### config.mk
export PLATFORM = sky130hd
export DESIGN_NAME = microsequencer_flat
export DESIGN_NICKNAME = d
export VERILOG_FILES = /design/src/rtl/microsequencer_if.sv /design/src/rtl/microsequencer.sv /design/src/flat_wrapper.sv
export SDC_FILE = /design/constraint.sdc
export NUM_CORES = 1
export LEC_CHECK = 0
export ABC_AREA = 1
export ABC_CLOCK_PERIOD_IN_PS = 1200
export BUFFER_PORTS_ARGS = -buffer_cell sky130_fd_sc_hd__buf_4
export CAP_MARGIN = 0
export CELL_PAD_IN_SITES_DETAIL_PLACEMENT = 0
export CELL_PAD_IN_SITES_GLOBAL_PLACEMENT = 1
export CORE_MARGIN = 4
export CORE_UTILIZATION = 30
export CTS_BUF_LIST = sky130_fd_sc_hd__clkbuf_16
export DETAILED_ROUTE_END_ITERATION = 10
export PLACE_DENSITY = 0.76
export SYNTH_ARGS = -nofsm -noshare
export SYNTH_HDL_FRONTEND = slang
export SYNTH_SLANG_ARGS = --single-unit
### constraint.sdc
create_clock -name clk -period 1.2 [get_ports clk]
set_input_delay 0.24 -clock clk [delete_from_list [all_inputs] [get_ports clk]]
set_output_delay 0.24 -clock clk [all_outputs]
set_load 0.01 [all_outputs]
### src/rtl/microsequencer_if.sv
// Sequencing fields from the microstore into the microsequencer, and the
// registered microstate plus fault flag going back out.
interface microsequencer_if;
    logic [2:0] next_sel;
    logic       inv;
    logic [1:0] cond_sel;
    logic [6:0] cr_addr;
    logic [5:0] opcode;
    logic       moc;
    logic       cond;
    logic [6:0] state;
    logic       fault;

    // Fields are decoded from state combinationally and sampled on the next
    // rising edge; there is no valid/ready, every cycle is a transfer.
    modport master (
        output next_sel, inv, cond_sel, cr_addr, opcode, moc, cond,
        input  state, fault
    );

    modport slave (
        input  next_sel, inv, cond_sel, cr_addr, opcode, moc, cond,
        output state, fault
    );
endinterface

### src/rtl/microsequencer.sv
// Next-state generator for the microprogrammed control unit, with a
// hold-cycle watchdog that locks into FAULT_STATE until reset.
module microsequencer #(
    parameter int unsigned MOC_TIMEOUT = 15,
    parameter logic [6:0]  FAULT_STATE = 7'd31
) (
    input logic             clk,
    input logic             reset,
    microsequencer_if.slave bus
);
    localparam int unsigned   CW         = $clog2(MOC_TIMEOUT + 1);
    localparam logic [CW-1:0] HOLD_LIMIT = CW'(MOC_TIMEOUT);

    typedef enum logic {
        MODE_RUN   = 1'b0,
        MODE_FAULT = 1'b1
    } mode_t;

    mode_t         r_mode;
    logic [6:0]    r_state;
    logic [CW-1:0] r_hold_cnt;

    mode_t         w_mode_next;
    logic [6:0]    w_state_next;
    logic [CW-1:0] w_cnt_next;
    logic          w_raw;
    logic          w_ct;
    logic          w_hold;
    logic [6:0]    w_inc;
    logic [6:0]    w_enc;
    logic [6:0]    w_sel;

    assign w_inc = r_state + 7'd1;

    always_comb begin
        w_raw = 1'b0;
        case (bus.cond_sel)
            2'b00:   w_raw = bus.moc;
            2'b01:   w_raw = bus.cond;
            2'b10:   w_raw = 1'b1;
            default: w_raw = 1'b0;
        endcase
    end

    assign w_ct   = w_raw ^ bus.inv;
    assign w_hold = bus.next_sel[2] & bus.next_sel[1] & w_ct;

    always_comb begin
        w_enc = 7'd5;
        case (bus.opcode)
            6'h00:   w_enc = 7'd6;
            6'h23:   w_enc = 7'd7;
            6'h2B:   w_enc = 7'd8;
            6'h20:   w_enc = 7'd13;
            6'h04:   w_enc = 7'd16;
            6'h08:   w_enc = 7'd17;
            6'h0A:   w_enc = 7'd18;
            6'h0C:   w_enc = 7'd19;
            6'h0D:   w_enc = 7'd20;
            6'h0F:   w_enc = 7'd21;
            6'h02:   w_enc = 7'd22;
            6'h0E:   w_enc = 7'd23;
            default: w_enc = 7'd5;
        endcase
    end

    // Hold cases (110/111 with ct set) are handled by the watchdog path, so
    // only their not-taken targets appear here.
    always_comb begin
        w_sel = w_inc;
        case (bus.next_sel)
            3'b000:  w_sel = w_enc;
            3'b001:  w_sel = 7'd0;
            3'b010:  w_sel = bus.cr_addr;
            3'b011:  w_sel = w_inc;
            3'b100:  w_sel = w_ct ? bus.cr_addr : w_inc;
            3'b101:  w_sel = w_ct ? bus.cr_addr : w_enc;
            3'b110:  w_sel = w_inc;
            default: w_sel = bus.cr_addr;
        endcase
    end

    always_comb begin
        w_mode_next  = r_mode;
        w_state_next = r_state;
        w_cnt_next   = '0;
        case (r_mode)
            MODE_FAULT: w_state_next = FAULT_STATE;
            default: begin
                if (w_hold) begin
                    if (r_hold_cnt == HOLD_LIMIT) begin
                        w_mode_next  = MODE_FAULT;
                        w_state_next = FAULT_STATE;
                    end else begin
                        w_cnt_next = r_hold_cnt + 1'b1;
                    end
                end else begin
                    w_state_next = w_sel;
                end
            end
        endcase
    end

    always_ff @(posedge clk) begin
        if (reset) begin
            r_mode     <= MODE_RUN;
            r_state    <= 7'd0;
            r_hold_cnt <= '0;
        end else begin
            r_mode     <= w_mode_next;
            r_state    <= w_state_next;
            r_hold_cnt <= w_cnt_next;
        end
    end

    assign bus.state = r_state;
    assign bus.fault = (r_mode == MODE_FAULT);
endmodule

### src/flat_wrapper.sv
// flat-port wrapper written by rule: the top's interface ports become plain ports
module microsequencer_flat 
#(
    parameter int unsigned MOC_TIMEOUT = 15,
    parameter logic [6:0]  FAULT_STATE = 7'd31
)
  (clk, reset, bus_next_sel, bus_inv, bus_cond_sel, bus_cr_addr, bus_opcode, bus_moc, bus_cond, bus_state, bus_fault);
  microsequencer_if bus_i ();
  input logic clk;
  input logic reset;
  input wire logic [$bits(bus_i.next_sel)-1:0] bus_next_sel;
  input wire logic [$bits(bus_i.inv)-1:0] bus_inv;
  input wire logic [$bits(bus_i.cond_sel)-1:0] bus_cond_sel;
  input wire logic [$bits(bus_i.cr_addr)-1:0] bus_cr_addr;
  input wire logic [$bits(bus_i.opcode)-1:0] bus_opcode;
  input wire logic [$bits(bus_i.moc)-1:0] bus_moc;
  input wire logic [$bits(bus_i.cond)-1:0] bus_cond;
  output wire logic [$bits(bus_i.state)-1:0] bus_state;
  output wire logic [$bits(bus_i.fault)-1:0] bus_fault;
  assign bus_i.next_sel = bus_next_sel;
  assign bus_i.inv = bus_inv;
  assign bus_i.cond_sel = bus_cond_sel;
  assign bus_i.cr_addr = bus_cr_addr;
  assign bus_i.opcode = bus_opcode;
  assign bus_i.moc = bus_moc;
  assign bus_i.cond = bus_cond;
  assign bus_state = bus_i.state;
  assign bus_fault = bus_i.fault;
  microsequencer #(.MOC_TIMEOUT(MOC_TIMEOUT), .FAULT_STATE(FAULT_STATE)) u_core (.clk(clk), .reset(reset), .bus(bus_i));
endmodule
==> impl_metrics.py <==
metrics = {
    "power": {
        "power_frac_comb": 0.284,
        "leakage_nw": 0.883,
        "netSwitchingFraction": 0.272,
        "internal_power_mw": 1.07,
        "p_switching_mw": 0.400,
        "power_mw": 1.47,
        "clock_power_share": 0.413,
        "vdd_drop_max_mv": 0.737,
        "power.density_mw_per_mm2": 851,
        "p_seq_frac": 0.303,
    },
    "global_routing": {
        "antenna_found_initial": 0,
        "grt-ovfl-total": 0,
        "grt_pass1_wl_um": 5230,
        "grt_pass1_vias": 1282,
        "grt_max_degree": 8,
        "track_usage": 0.150,
    },
    "floorplanning": {
        "fp-row-count": 20,
        "die_y_um": 65.9,
        "die-area_sq_mm": 0.00434,
        "die_w_um": 65.9,
        "io_pins": 31,
        "core_area_sq_mm": 0.00313,
        "initial_core_util": 0.322,
    },
    "route": {
        "finalWirelength_um": 3040,
        "drt_pass1_iterations": 4,
        "drc_errors": 0,
        "wl_per_cell_um": 10.9,
        "vias": 1310,
        "drt_iter0_drc": 87,
        "via_per_inst": 4.68,
        "ant_nets": 0,
    },
    "timing": {
        "min_period_ps": 1260,
        "hold_viol": 0,
        "finalCritPeriodShare": 1.05,
        "slew_headroom": 0.822,
        "fmax_ghz": 0.793,
        "holdWs_ps": 217,
        "slew_violations": 0,
        "postLayoutSetupSlackWorst_ps": -61.2,
        "rsz0062_at_grt": "yes",
        "tightest_slew_ps": 266,
        "setup_viol_count_final": 6,
        "fin_worst_skew_ps": 2.54,
    },
    "clock_tree": {
        "cts.sinks": 12,
        "cts_buffers": 3,
        "path_clk_slew_ps": 40,
        "ctsLongestPathBuffers": 2,
        "h-tree-depth": 1,
        "cts_tree": "yes",
        "worstSkewPairLatency_ps": 240,
        "holdBufCountCts": 0,
        "root_buffer": "clkbuf_16",
    },
    "run": {
        "maxCapViolCount": 0,
    },
    "worst_setup_path": {
        "worst-endpoint-required_ps": 1320,
        "path_max_fanout": 3,
        "worstSetupStartpointType": "flop",
        "endpoint_kind": "flop",
        "critPathArrivalTime_ps": 1380,
        "path_class": "reg -> reg",
    },
    "hold_path": {
        "hold_class": "in -> reg",
    },
    "synth": {
        "yosys_warnings": 0,
        "avgSynthCellArea_sq_um": 5.81,
        "muxShareOfSynthArea": 0,
        "synthXorXnorAreaFrac": 0.0348,
        "synthesis.area_sq_mm": 0.00101,
        "syn_inst": 173,
        "synth-seq-cells": 12,
        "synth_compound_area_frac": 0.150,
        "postSynthNetCount": 198,
        "synth_adder_area_share": 0.0249,
        "synth-simple-area-share": 0.454,
        "synth_top_family_by_area": "simple AND/OR/NAND/NOR gates",
        "synth_cell_type_count": 21,
        "seq_area_frac_synth": 0.239,
    },
    "finish": {
        "final_cells": 280,
        "syn2layout_area_growth_pct": 71.4,
        "mostFrequentLayoutCells": "buf_4, nand2_1, inv_1",
        "final_layout_size_suffix_gt1_frac": 0.411,
        "nets": 262,
        "register_area_sq_um": 251,
        "n_antenna_cell": 0,
        "multi_input_area_sq_um": 787,
        "mostFrequentLayoutCell": "buf_4",
        "finish.utilization": 0.551,
        "finalInstanceArea_sq_mm": 0.00172,
        "fillerInstances": 313,
    },
    "placement": {
        "port-buffer-count": 30,
        "placedCellCount": 272,
        "place_area_sq_mm": 0.00149,
        "place_congestion": 0.894,
        "dp_hpwl_um": 2420,
    },
    "outcome": {
        "status": "finished, violations left",
        "violations": "setup timing",
    },
}
power by group through the flow:
stage	sequential (mW)	combinational, mW	clock [mW]
after global routing	0.448	0.462	0.650
after CTS	0.445	0.395	0.620
after floorplan	0.460	0.160	0
after global placement	0.449	0.362	0
final	0.445	0.417	0.605
after detailed placement	0.451	0.367	0
cell usage after synthesis:
cell | number | area, sq um
nand2_1 | 48 | 180
inv_1 | 26 | 97.6
nor2_1 | 26 | 97.6
nand3_1 | 20 | 100
dfxtp_1 | 12 | 240
a21oi_1 | 11 | 55.1
o21ai_0 | 7 | 35.0
xor2_1 | 4 | 35.0
nand3b_1 | 3 | 22.5
ha_1 | 2 | 25.0
nand2_2 | 2 | 12.5
nor3_1 | 2 | 10.0
o21ai_1 | 2 | 10.0
a21oi_2 | 1 | 8.76
a21oi_4 | 1 | 16.3
a31o_2 | 1 | 8.76
nand3_4 | 1 | 17.5
nand4_1 | 1 | 6.26
nor3_2 | 1 | 10.0
o21bai_2 | 1 | 11.3
o22ai_1 | 1 | 6.26
stage by stage:
stage               setup WS, ps  setup TNS, ps
global route                -131           -999
floorplan                 -0.871          -2.61
finish                     -61.2           -195
detailed placement          -301          -3300
CTS                        -45.7           -200
global placement            -237          -2470
path summary, 6_finish.rpt:
check / from / end / slack, ps / depth (start not counted)
setup / recovery: u_core.bus.state[1]$_SDFFE_PP0P_ / u_core.bus.state[4]$_SDFFE_PP0P_ / -60 / 7
hold / removal: reset / u_core.bus.state[0]$_SDFFE_PP0P_ / 220 / 2
setup reg to reg: u_core.bus.state[1]$_SDFFE_PP0P_ / u_core.bus.state[4]$_SDFFE_PP0P_ / -60 / 7
hold reg to reg: u_core.bus.state[6]$_SDFFE_PP0P_ / u_core.bus.state[6]$_SDFFE_PP0P_ / 500 / 2
sequential cells by signal (all words and copies together) (netlist names):
signal	cells
u_core.bus.fault	1
u_core.bus.state	7
u_core.r_hold_cnt	4
what timing repair did:
item / in CTS / in global routing
pin swaps: 14 / 12
endpoints found under the setup margin: 12 / 12
setup buffers: 1 / 3
resized for setup: 19 / 17
worst max-delay path, cell delays in order (launching register included):
cell	delay, ps
dfxtp_2	360
ha_4	140
nand4_1	160
buf_4	190
nand3_2	70
nand3_2	80
nand2_1	80
a21oi_1	60
layer usage:
metal,share of wire,global-route usage,wire (um)
met2,0.48,0.262,1470
met1,0.46,0.189,1410
met5,0,0,0
met3,0.052,0.0357,159
met4,0,0.0233,0
cell type report:
type / instances / area share
flip-flops and latches: 12 / 0.146
multi-input cells: 135 / 0.456
repair buffers: 59 / 0.263
well taps: 44 / 0.0319
clock inverters: 1 / 0.00218
clock buffers: 3 / 0.0435
inverters: 26 / 0.0566
cell families after synthesis:
logic type,count (synthesis)
flip-flops,12
buffers and inverters,26
adder cells (fa/ha/maj),2
XOR/XNOR,4
AO/OA/AOI/OAI,25
AND/OR/NAND/NOR,104
(Power assumes the default switching activity.)
